===== config.mk =====
export PLATFORM = sky130hd
export DESIGN_NAME = batch_seq_controller
export DESIGN_NICKNAME = d
export VERILOG_FILES = /design/src/rtl/batch_seq_controller.sv
export SDC_FILE = /design/constraint.sdc
export NUM_CORES = 1
export LEC_CHECK = 0
export CORE_MARGIN = 2
export CORE_UTILIZATION = 50
export CTS_BUF_LIST = sky130_fd_sc_hd__clkbuf_16
export DETAILED_ROUTE_END_ITERATION = 7
export PLACE_DENSITY = 0.82
export SLEW_MARGIN = 10
export SYNTH_ARGS = -nofsm -noshare
export SYNTH_HDL_FRONTEND = slang
export SYNTH_SLANG_ARGS = --single-unit

===== constraint.sdc =====
create_clock -name clk -period 3 [get_ports clk]
set_input_delay 0.3 -clock clk [delete_from_list [all_inputs] [get_ports clk]]
set_output_delay 0.3 -clock clk [all_outputs]
set_load 0.01 [all_outputs]

===== src/rtl/batch_seq_controller.sv =====
// Batch sequencer: walks items 0..cfg_last through read -> load -> calculate -> write,
// with a bounded wait on the datapath, abort, and busy/error status.
module batch_seq_controller #(
  parameter int IDX_W       = 8,
  parameter int CAL_TIMEOUT = 1024,
  parameter int TMO_W       = 16
) (
  input  logic             clk,
  input  logic             rst,
  input  logic             start,
  input  logic             abort,
  input  logic [IDX_W-1:0] cfg_last,
  input  logic             finish_read,
  input  logic             cal_finish,
  output logic             dp_clr,
  output logic             read_file,
  output logic             write_reg,
  output logic             write_file,
  output logic [IDX_W-1:0] index,
  output logic             finish,
  output logic             busy,
  output logic             error
);

  typedef enum logic [2:0] {
    IDLE, INIT, READ, REG_WRITE, CAL, WRITE, DONE, ERR
  } state_t;

  localparam logic [TMO_W-1:0] TMO_LAST = TMO_W'(CAL_TIMEOUT - 1);

  state_t           state, state_nxt;
  logic [IDX_W-1:0] last_q;
  logic [TMO_W-1:0] tmo_cnt;
  logic             tmo_hit;

  // A zero timeout leaves the counter free-running but never acted upon.
  assign tmo_hit = (CAL_TIMEOUT != 0) && (tmo_cnt == TMO_LAST);
  assign busy    = !(state inside {IDLE, DONE, ERR});

  always_comb begin
    state_nxt  = state;
    dp_clr     = 1'b0;
    read_file  = 1'b0;
    write_reg  = 1'b0;
    write_file = 1'b0;
    finish     = 1'b0;
    error      = 1'b0;
    unique case (state)
      IDLE: if (start) state_nxt = INIT;
      INIT: begin
        dp_clr    = 1'b1;
        read_file = 1'b1;
        state_nxt = READ;
      end
      READ: if (finish_read) state_nxt = REG_WRITE;
      REG_WRITE: begin
        write_reg = 1'b1;
        state_nxt = CAL;
      end
      CAL: begin
        if (cal_finish)   state_nxt = WRITE;
        else if (tmo_hit) state_nxt = ERR;
      end
      WRITE: begin
        write_file = 1'b1;
        state_nxt  = (index == last_q) ? DONE : REG_WRITE;
      end
      DONE: begin
        finish    = 1'b1;
        state_nxt = start ? INIT : IDLE;
      end
      ERR: begin
        error = 1'b1;
        if (start) state_nxt = INIT;
      end
      default: state_nxt = IDLE;
    endcase
    // Abort only cancels active work; pulses of this cycle above still fire.
    if (busy && abort) state_nxt = IDLE;
  end

  always_ff @(posedge clk) begin
    if (rst) begin
      state   <= IDLE;
      index   <= '0;
      last_q  <= '0;
      tmo_cnt <= '0;
    end else begin
      state <= state_nxt;
      if (start && !busy) last_q <= cfg_last;
      unique case (state)
        INIT:      index   <= '0;
        REG_WRITE: tmo_cnt <= '0;
        CAL:       tmo_cnt <= tmo_cnt + TMO_W'(1);
        WRITE:     if (index != last_q) index <= index + IDX_W'(1);
        default:   ;
      endcase
    end
  end

endmodule


==> results.json, run 1 <==
{
  "run_status": "finished, final reports clean",
  "nFillCells": 313,
  "r2r.worst_path.cells": 6,
  "synthTopCellsByArea": "dfxtp_1 (38%), mux2i_1 (5.4%), a21oi_1 (4.9%), nor2_1 (4.7%), xnor2_1 (3.8%)",
  "wl_um": 4040,
  "grt_max_degree": 32,
  "critPathMaxFanout": 16,
  "clk_pin_slew_ns": 0.05,
  "multiInputGateArea_um2": 1065,
  "final-hold-violation-count": 0,
  "worst_pin_slew_ns": 0.6289,
  "cap_viol_max_count": 0,
  "synth_top_cell_by_area": "dfxtp_1",
  "synth_top_area_share_pct": 38.02,
  "yosysSeqAreaShare_pct": 38.02,
  "cts_resized": 0,
  "antenna_found_initial": 0,
  "grt_pass1_wl_um": 6755,
  "core_um2": 3606,
  "die_w_um": 64.71,
  "ys_async_sr_fraction_pct": 0,
  "critPathKind": "register to output port",
  "die_y_um": 64.71,
  "cts_buffers": 5,
  "firstDrtPassIters": 4,
  "synthFlopType": "dfxtp_1",
  "synthDistinctLibCells": 46,
  "routed-via-count": 1682,
  "insertedDiodeCount": 0,
  "ir_drop_v": 0.0003784,
  "relSlewSlack_pct": 58.01,
  "h-tree-depth": 2,
  "rsz0062_at_grt": "false",
  "cts_sinks": 35,
  "cts_tree": "yes",
  "track_usage_pct": 20.64,
  "num_rows": 22,
  "netlist_instances": 217,
  "hpwl_um": 2668,
  "port_buffers": 28,
  "syn_area_um2": 1843,
  "hold_depth": 1,
  "period_needed_ns": 2.445,
  "end_kind": "output port",
  "clock_latency_ns": 0.28,
  "fin_tns_setup_ns": 0,
  "yosysMostFrequentCell": "dfxtp_1",
  "num_io_pins": 29,
  "drc": 0,
  "internal_power_mw": 0.8637,
  "viasPerCell": 5.780,
  "drt_iter0_markers": 149,
  "ys_ff_latch": 35,
  "cp.required_ns": 2.70,
  "final.setup_skew_ns": 0.004581,
  "min_path_type": "register to register",
  "syn-num-nets": 233,
  "combPwrFrac_pct": 13.6,
  "synth_edf_count": 0,
  "worstPathArrival_ns": 2.15,
  "cts_hold_buf": 0,
  "leakagePower_nw": 0.8113,
  "wl_per_cell_um": 13.88,
  "fin_util_pct": 63.05,
  "p_total_mw": 1.153,
  "globalRouteOverflowTotal": 0,
  "finalCritPeriodShare_pct": 81.51,
  "syn_to_final_growth_pct": 23.35,
  "gp_congestion": 0.8067,
  "clk_path_buf_depth": 2,
  "synth_common_cells": "dfxtp_1 (35), nor2_1 (23), a21oi_1 (18), nand2_1 (18), o21ai_0 (11)",
  "start_kind": "register",
  "initial_utilization_pct": 51.11,
  "dieArea_um2": 4187,
  "fmax_mhz": 409.0,
  "synth.avg_cell_area_um2": 8.493,
  "post_cts_buffers": 0,
  "final_nets": 258,
  "slew_viol_final": 0,
  "regArea_um2": 700.7,
  "cts-root-buf": "clkbuf_16",
  "p_sw_share_pct": 25.10,
  "grt_pass1_vias": 1411,
  "p_sw_mw": 0.2894,
  "antenna_left": 0,
  "synth_warnings": 0,
  "clkPwrFrac_pct": 42.2,
  "setup_viol": 0,
  "pwr-share-seq_pct": 44.3,
  "drive_gt1_share_pct": 8.230,
  "p_per_area_nw_per_um2": 507.2
}
[cell type report]
class | count | share of cell area [%]
Timing Repair Buffer | 30 | 12.99
Clock inverter | 3 | 0.7155
Sequential cell | 35 | 30.82
Clock buffer | 5 | 5.504
Inverter | 3 | 0.4953
Tap cell | 48 | 2.642
Multi-Input combinational cell | 167 | 46.84
[cells by family (layout without fill, tap and decap cells)]
logic type	count (synthesis)	in the layout	synth area share [%]
AO/OA/AOI/OAI	54	54	19.08
XOR/XNOR	9	9	4.277
adder cells (fa/ha/maj)	2	2	1.358
buffers and inverters	15	41	4.209
flip-flops	35	35	38.02
multiplexers	12	12	6.653
AND/OR/NAND/NOR	90	90	26.41
[path summary, 6_finish.rpt]
kind                                 start                       end  slack (ns)
setup / recovery     state[1]$_SDFFE_PP0P_                 write_reg        0.55
setup reg to reg     state[2]$_SDFFE_PP0P_   tmo_cnt[9]$_SDFFE_PP0P_        0.84
hold reg to reg   tmo_cnt[15]$_SDFFE_PP0P_  tmo_cnt[15]$_SDFFE_PP0P_        0.48
hold / removal    tmo_cnt[15]$_SDFFE_PP0P_  tmo_cnt[15]$_SDFFE_PP0P_        0.48
[metal layers]
layer | vias up | wire length (um) | global-route usage [%]
li1 | 850 | - | -
met1 | 789 | 1984 | 29.79
met2 | 41 | 1860 | 29.77
met3 | 2 | 165 | 5.556
met4 | 0 | 29 | 6.649
met5 | - | 0 | 0
[critical path, stage by stage, from the launching register on]
cell	delay [ns]
dfxtp_1	0.72
nand2_1	0.13
or2_2	0.38
inv_1	0.10
clkdlybuf4s50_1	0.54
[metrics by stage]
step                      hold WS [ns]  cells  setup slack (ns)  instance area, um^2
after global placement          0.4633    283            0.9172                 2132
after floorplan                 0.4419    217             1.471                 1843
after CTS                       0.4786    291            0.5713                 2273
after detailed placement        0.4646    283            0.8841                 2132
after global routing            0.5104    291            0.4562                 2273
final                           0.4808    291            0.5548                 2273
[layout by cell type, fill, tap and decap left out, drive strengths merged, types with 2 or more instances in the layout]
cell	Yosys	routed
inv	3	4
nand4b	3	3
mux2i	10	10
or3	5	5
or4	3	3
nor3b	2	2
nand2b	3	3
nand2	19	19
ha	2	2
clkdlybuf4s50	0	28
nand4	3	3
buf	7	2
a311oi	5	5
o21ai	12	12
o31ai	4	4
nand3	9	9
and4	3	3
and3	3	3
nor2b	2	2
nor3	4	4
nor2	25	25
o211ai	3	3
mux2	2	2
xnor2	8	8
clkbuf	5	5
or2	3	3
a21oi	18	18
a31oi	3	3
dfxtp	35	35
[sequential cells by signal, summed over array words and instances, names as in the netlist]
register,count
last_q,8
state,3
tmo_cnt,16
index,8
[power groups by stage]
stage / sequential, mW / clock (mW) / combinational (mW)
global route: 0.514 / 0.515 / 0.171
finish: 0.511 / 0.486 / 0.156
global placement: 0.518 / 0 / 0.154
detailed placement: 0.519 / 0 / 0.156
CTS: 0.510 / 0.498 / 0.157
floorplan: 0.500 / 0 / 0.129
Note: power is estimated with default switching activity, not from simulation.
==> run 2, diff against run 1 <==
==> constraint.sdc (replaced) <==
create_clock -name clk -period 2.5 [get_ports clk]
set_input_delay 0.25 -clock clk [delete_from_list [all_inputs] [get_ports clk]]
set_output_delay 0.25 -clock clk [all_outputs]
set_load 0.01 [all_outputs]
==> run 2 against run 1 <==
Net effect:
- sequential cell count unchanged
- core utilization up 1.5 points
- setup slack worse by 0.33 ns
- sequential share of layout area down 0.73 points
- non-clock buffer count up 1
- clock skew about the same
- critical path type unchanged
- highest routed layer unchanged
==> results.json, run 2 (synthesis gave the netlist of run 1 again) <==
{
  "worstPathArrival_ns": 2.03,
  "fin_tns_setup_ns": 0,
  "worst_pin_slew_ns": 0.5123,
  "final_nets": 259,
  "grt_pass1_wl_um": 6831,
  "h-tree-depth": 2,
  "multiInputGateArea_um2": 1065,
  "regArea_um2": 700.7,
  "gp_congestion": 0.8730,
  "viasPerCell": 5.918,
  "globalRouteOverflowTotal": 0,
  "track_usage_pct": 21.07,
  "cts_tree": "yes",
  "hold_depth": 1,
  "initial_utilization_pct": 51.11,
  "hpwl_um": 2843,
  "min_path_type": "register to register",
  "wl_per_cell_um": 14.20,
  "largest_register_ffs": 16,
  "layout_commonest_cell": "dfxtp_1",
  "finalWorstSetupSlack_ns": 0.2202,
  "critical_path.top_delay_family": "buffers and inverters",
  "nFillCells": 314,
  "p_per_area_nw_per_um2": 685.4,
  "cts-root-buf": "clkbuf_16",
  "crit_start": "state[0]$_SDFFE_PP0P_",
  "final-hold-violation-count": 0,
  "rsz0062_at_grt": "false",
  "cp.required_ns": 2.25,
  "insertedDiodeCount": 0,
  "cts_buffers": 5,
  "critPathKind": "register to output port",
  "critPathMaxFanout": 13,
  "routed-via-count": 1728,
  "r2r-end": "tmo_cnt[9]$_SDFFE_PP0P_",
  "grt_max_degree": 32,
  "slowest_stage": "dfxtp_1",
  "end_kind": "output port",
  "relSlewSlack_pct": 65.85,
  "final.setup_skew_ns": 0.004523,
  "syn_to_final_growth_pct": 26.34,
  "clk_pin_slew_ns": 0.06,
  "grt_pass1_vias": 1432,
  "antenna_left": 0,
  "fmax_mhz": 438.6,
  "period_needed_ns": 2.280,
  "drive_gt1_share_pct": 8.607,
  "layout_common_cells": "dfxtp_1 (35), clkdlybuf4s50_1 (28), nor2_1 (23)",
  "num_rows": 22,
  "hold_start": "tmo_cnt[15]$_SDFFE_PP0P_",
  "cts_sinks": 35,
  "drc": 0,
  "clock_latency_ns": 0.28,
  "post_cts_buffers": 0,
  "crit_path_end": "write_reg",
  "cap_viol_max_count": 0,
  "place_ws_ns": 0.5381,
  "die_y_um": 64.71,
  "antenna_found_initial": 0,
  "top_regs": "tmo_cnt x16, index x8, last_q x8",
  "reg2reg_slack_ns": 0.56,
  "die_w_um": 64.71,
  "cts_hold_buf": 0,
  "run_status": "finished, final reports clean",
  "path_cells": "nand2_1, or2_2, inv_1, clkdlybuf4s50_1",
  "drt_iter0_markers": 165,
  "leakagePower_nw": 0.8408,
  "finalCritPeriodShare_pct": 91.19,
  "cts_resized": 0,
  "clk_path_buf_depth": 2,
  "slew_viol_final": 0,
  "rr_startpoint": "state[2]$_SDFFE_PP0P_",
  "port_buffers": 28,
  "max_stage_delay_ns": 0.61,
  "setup_viol": 0,
  "worst-path-stages": 4,
  "num_io_pins": 29,
  "dieArea_um2": 4187,
  "r2r.worst_path.cells": 5,
  "ir_drop_v": 0.0003759,
  "core_um2": 3606,
  "wl_um": 4147,
  "firstDrtPassIters": 4,
  "top_register": "tmo_cnt",
  "start_kind": "register",
  "path_buf_inv": 2
}
==> run 2: cell count changes in the layout (fill, tap and decap cells not counted) <==
| cell | before | now |
|---|---|---|
| bufinv_16 | 0 | 2 |
| clkinvlp_4 | 1 | 0 |
| buf_4 | 2 | 3 |
| clkinv_2 | 1 | 0 |
==> run 2: final cells by class <==
class / count / area share [%]
Clock buffer: 5 / 5.373
Clock inverter: 3 / 2.740
Inverter: 3 / 0.4836
Multi-Input combinational cell: 167 / 45.73
Sequential cell: 35 / 30.09
Tap cell: 48 / 2.579
Timing Repair Buffer: 31 / 13.00
==> run 2: per-stage QoR <==
| step | utilization, % | std cells | cell area (um^2) | hold slack [ns] | total power [mW] |
|---|---|---|---|---|---|
| finish | 64.57 | 292 | 2328 | 0.4962 | 1.596 |
| CTS | 64.57 | 292 | 2328 | 0.4956 | 1.607 |
| global placement | 59.33 | 284 | 2140 | 0.4636 | 0.8112 |
| detailed placement | 59.33 | 284 | 2140 | 0.4879 | 0.8141 |
| floorplan | - | 217 | 1843 | 0.3939 | 0.7553 |
| global route | 64.57 | 292 | 2328 | 0.5268 | 1.657 |
==> run 2: report_power, final <==
part,switching (mW),internal (mW)
Clock,0.225,0.567
Combinational,0.103,0.0990
Sequential,0.0240,0.578
==> run 2: worst reg2reg max path, stage by stage (launching register included) <==
cell and delay (ns):
dfxtp_1 0.63, nor3b_2 0.30, and4_1 0.32, and4_1 0.22
mux2_2 0.33, nor2_1 0.08
==> run 2: per-layer routing <==
metal  up-vias  wire (um)  global-route usage [%]  share of wire (%)
li1        851          -                       -                  -
met1       816       1945                   28.48                 47
met2        55       1936                   31.44                 47
met3         6        201                   5.382                4.8
met4         0         64                   9.574                1.5
met5         -          0                       0                  0
==> run 2: worst min path at each step <==
stage	end
after global routing	tmo_cnt[15]$_SDFFE_PP0P_
final	tmo_cnt[15]$_SDFFE_PP0P_
after CTS	tmo_cnt[15]$_SDFFE_PP0P_
after floorplan	last_q[0]$_SDFFE_PP0P_
after global placement	tmo_cnt[15]$_SDFFE_PP0P_
after detailed placement	tmo_cnt[15]$_SDFFE_PP0P_
==> run 3, diff against run 2 <==
--- a/config.mk
+++ b/config.mk
@@ -10,6 +10,7 @@
 export CTS_BUF_LIST = sky130_fd_sc_hd__clkbuf_16
 export DETAILED_ROUTE_END_ITERATION = 7
 export PLACE_DENSITY = 0.82
+export REMOVE_ABC_BUFFERS = 1
 export SLEW_MARGIN = 10
 export SYNTH_ARGS = -nofsm -noshare
 export SYNTH_HDL_FRONTEND = slang
==> run 3 against run 2 <==
Net effect:
- non-clock buffer count did not move
- clock power fell by 13%
- clock skew fell by 0.0017 ns
- count of clock-buffer cells in the layout did not move
- setup slack better by 0.018 ns
- final cell count is the same
- sequential cell count did not move
- final area is 1.1% lower
- register-to-register slack better by 0.02 ns
- hold slack worse by 0.0038 ns
- via count fell by 1.4%
- power shrank 6.5%
- largest cell class unchanged
- largest power group unchanged
==> results.json, run 3 (synthesis gave the netlist of run 1 again) <==
{
  "run_status": "finished, final reports clean",
  "hold_start": "tmo_cnt[15]$_SDFFE_PP0P_",
  "clk_path_buf_depth": 2,
  "ir_drop_v": 0.0004746,
  "cts_tree": "yes",
  "viasPerCell": 5.832,
  "hold_depth": 1,
  "core_um2": 3606,
  "cts_sinks": 35,
  "grt_max_degree": 32,
  "initial_utilization_pct": 51.11,
  "drt_iter0_markers": 156,
  "leakagePower_nw": 0.8268,
  "cts-root-buf": "clkbuf_16",
  "num_rows": 22,
  "worst_pin_slew_ns": 0.5279,
  "reg2reg_slack_ns": 0.58,
  "setup_viol": 0,
  "end_kind": "output port",
  "critPathMaxFanout": 13,
  "fin_util_pct": 63.88,
  "fmax_mhz": 442.1,
  "top_regs": "tmo_cnt x16, index x8, last_q x8",
  "p_total_mw": 1.491,
  "track_usage_pct": 20.24,
  "fin_tns_setup_ns": 0,
  "final.setup_skew_ns": 0.002844,
  "insertedDiodeCount": 0,
  "top_register": "tmo_cnt",
  "routed-via-count": 1703,
  "final_cells": 292,
  "final_nets": 259,
  "p_per_area_nw_per_um2": 647.5,
  "clk_pin_slew_ns": 0.05,
  "largest_register_ffs": 16,
  "r2r-end": "tmo_cnt[9]$_SDFFE_PP0P_",
  "die_w_um": 64.71,
  "slew_viol_final": 0,
  "gp_congestion": 0.8211,
  "cp.required_ns": 2.25,
  "start_kind": "register",
  "r2r.worst_path.cells": 5,
  "cap_viol_max_count": 0,
  "period_needed_ns": 2.262,
  "min_path_type": "register to register",
  "grt_pass1_vias": 1511,
  "firstDrtPassIters": 4,
  "drive_gt1_share_pct": 8.607,
  "die_y_um": 64.71,
  "wl_um": 3991,
  "hpwl_um": 2733,
  "layout_common_cells": "dfxtp_1 (35), clkdlybuf4s50_1 (28), nor2_1 (23)",
  "dp.cells": 284,
  "cts_hold_buf": 0,
  "nFillCells": 296,
  "num_io_pins": 29,
  "clock_latency_ns": 0.28,
  "grt_pass1_wl_um": 6672,
  "finalCritPeriodShare_pct": 90.48,
  "antenna_found_initial": 0,
  "relSlewSlack_pct": 64.81,
  "critPathKind": "register to output port",
  "globalRouteOverflowTotal": 0,
  "cts_buffers": 5,
  "antenna_left": 0,
  "wl_per_cell_um": 13.67,
  "rsz0062_at_grt": "false",
  "drc": 0,
  "cts_resized": 0,
  "syn_to_final_growth_pct": 24.98,
  "final-hold-violation-count": 0,
  "port_buffers": 28,
  "holdPathEnd": "tmo_cnt[15]$_SDFFE_PP0P_",
  "rr_startpoint": "state[2]$_SDFFE_PP0P_",
  "post_cts_buffers": 0,
  "dieArea_um2": 4187,
  "worstPathArrival_ns": 2.01,
  "h-tree-depth": 2,
  "layout_commonest_cell": "dfxtp_1"
}
-- run 3: cell types whose count changed in the layout (fill, tap and decap cells not counted) --
cell	before	now
bufinv_16	2	1
inv_1	4	3
clkinv_1	0	1
clkinv_2	0	1
-- run 3: worst max-delay path, cell delays in order (launching register included) --
cell	delay, ns
dfxtp_1	0.62
nand2_1	0.12
or2_2	0.37
inv_1	0.09
clkdlybuf4s50_1	0.53
-- run 3: worst max-delay path by stage --
stage               cells past startpoint                 endpoint             startpoint  slack (ns)
floorplan                               5  tmo_cnt[9]$_SDFFE_PP0P_  state[2]$_SDFFE_PP0P_        0.49
global placement                        4                write_reg  state[0]$_SDFFE_PP0P_        0.60
detailed placement                      4                write_reg  state[0]$_SDFFE_PP0P_        0.56
CTS                                     4                write_reg  state[0]$_SDFFE_PP0P_        0.24
global route                            4                write_reg  state[0]$_SDFFE_PP0P_        0.08
finish                                  4                write_reg  state[0]$_SDFFE_PP0P_        0.24
-- run 3: report_power, final --
part / switching (mW) / leakage (nW) / internal (mW)
Sequential: 0.0233 / 0.284 / 0.578
Combinational: 0.102 / 0.462 / 0.0990
Clock: 0.225 / 0.0812 / 0.464
-- run 3: layout make-up --
class | count | area [um^2] | area share (%)
multi-input combinational | 167 | 1065 | 46.22
sequential | 35 | 700.7 | 30.42
clock inverter | 3 | 38.79 | 1.684
timing repair buffer | 31 | 302.8 | 13.15
inverter | 3 | 11.26 | 0.4889
clock buffer | 5 | 125.1 | 5.432
tap | 48 | 60.06 | 2.607
-- run 3: metrics by stage --
stage | cell area (um^2) | worst slack [ns] | hold slack [ns]
floorplan | 1777 | 0.4943 | 0.3189
global placement | 2140 | 0.5979 | 0.4650
detailed placement | 2140 | 0.5635 | 0.4766
CTS | 2303 | 0.2433 | 0.4884
global route | 2303 | 0.08331 | 0.5055
finish | 2303 | 0.2380 | 0.4924
-- run 3: layer usage --
metal	wire length, um	GRT usage [%]	part of all wire [%]	up-vias
li1	-	-	-	850
met1	1834	24.92	46	776
met2	1842	32.86	46	68
met3	241	5.903	6.0	9
met4	72	8.511	1.8	0
met5	0	0	0	-
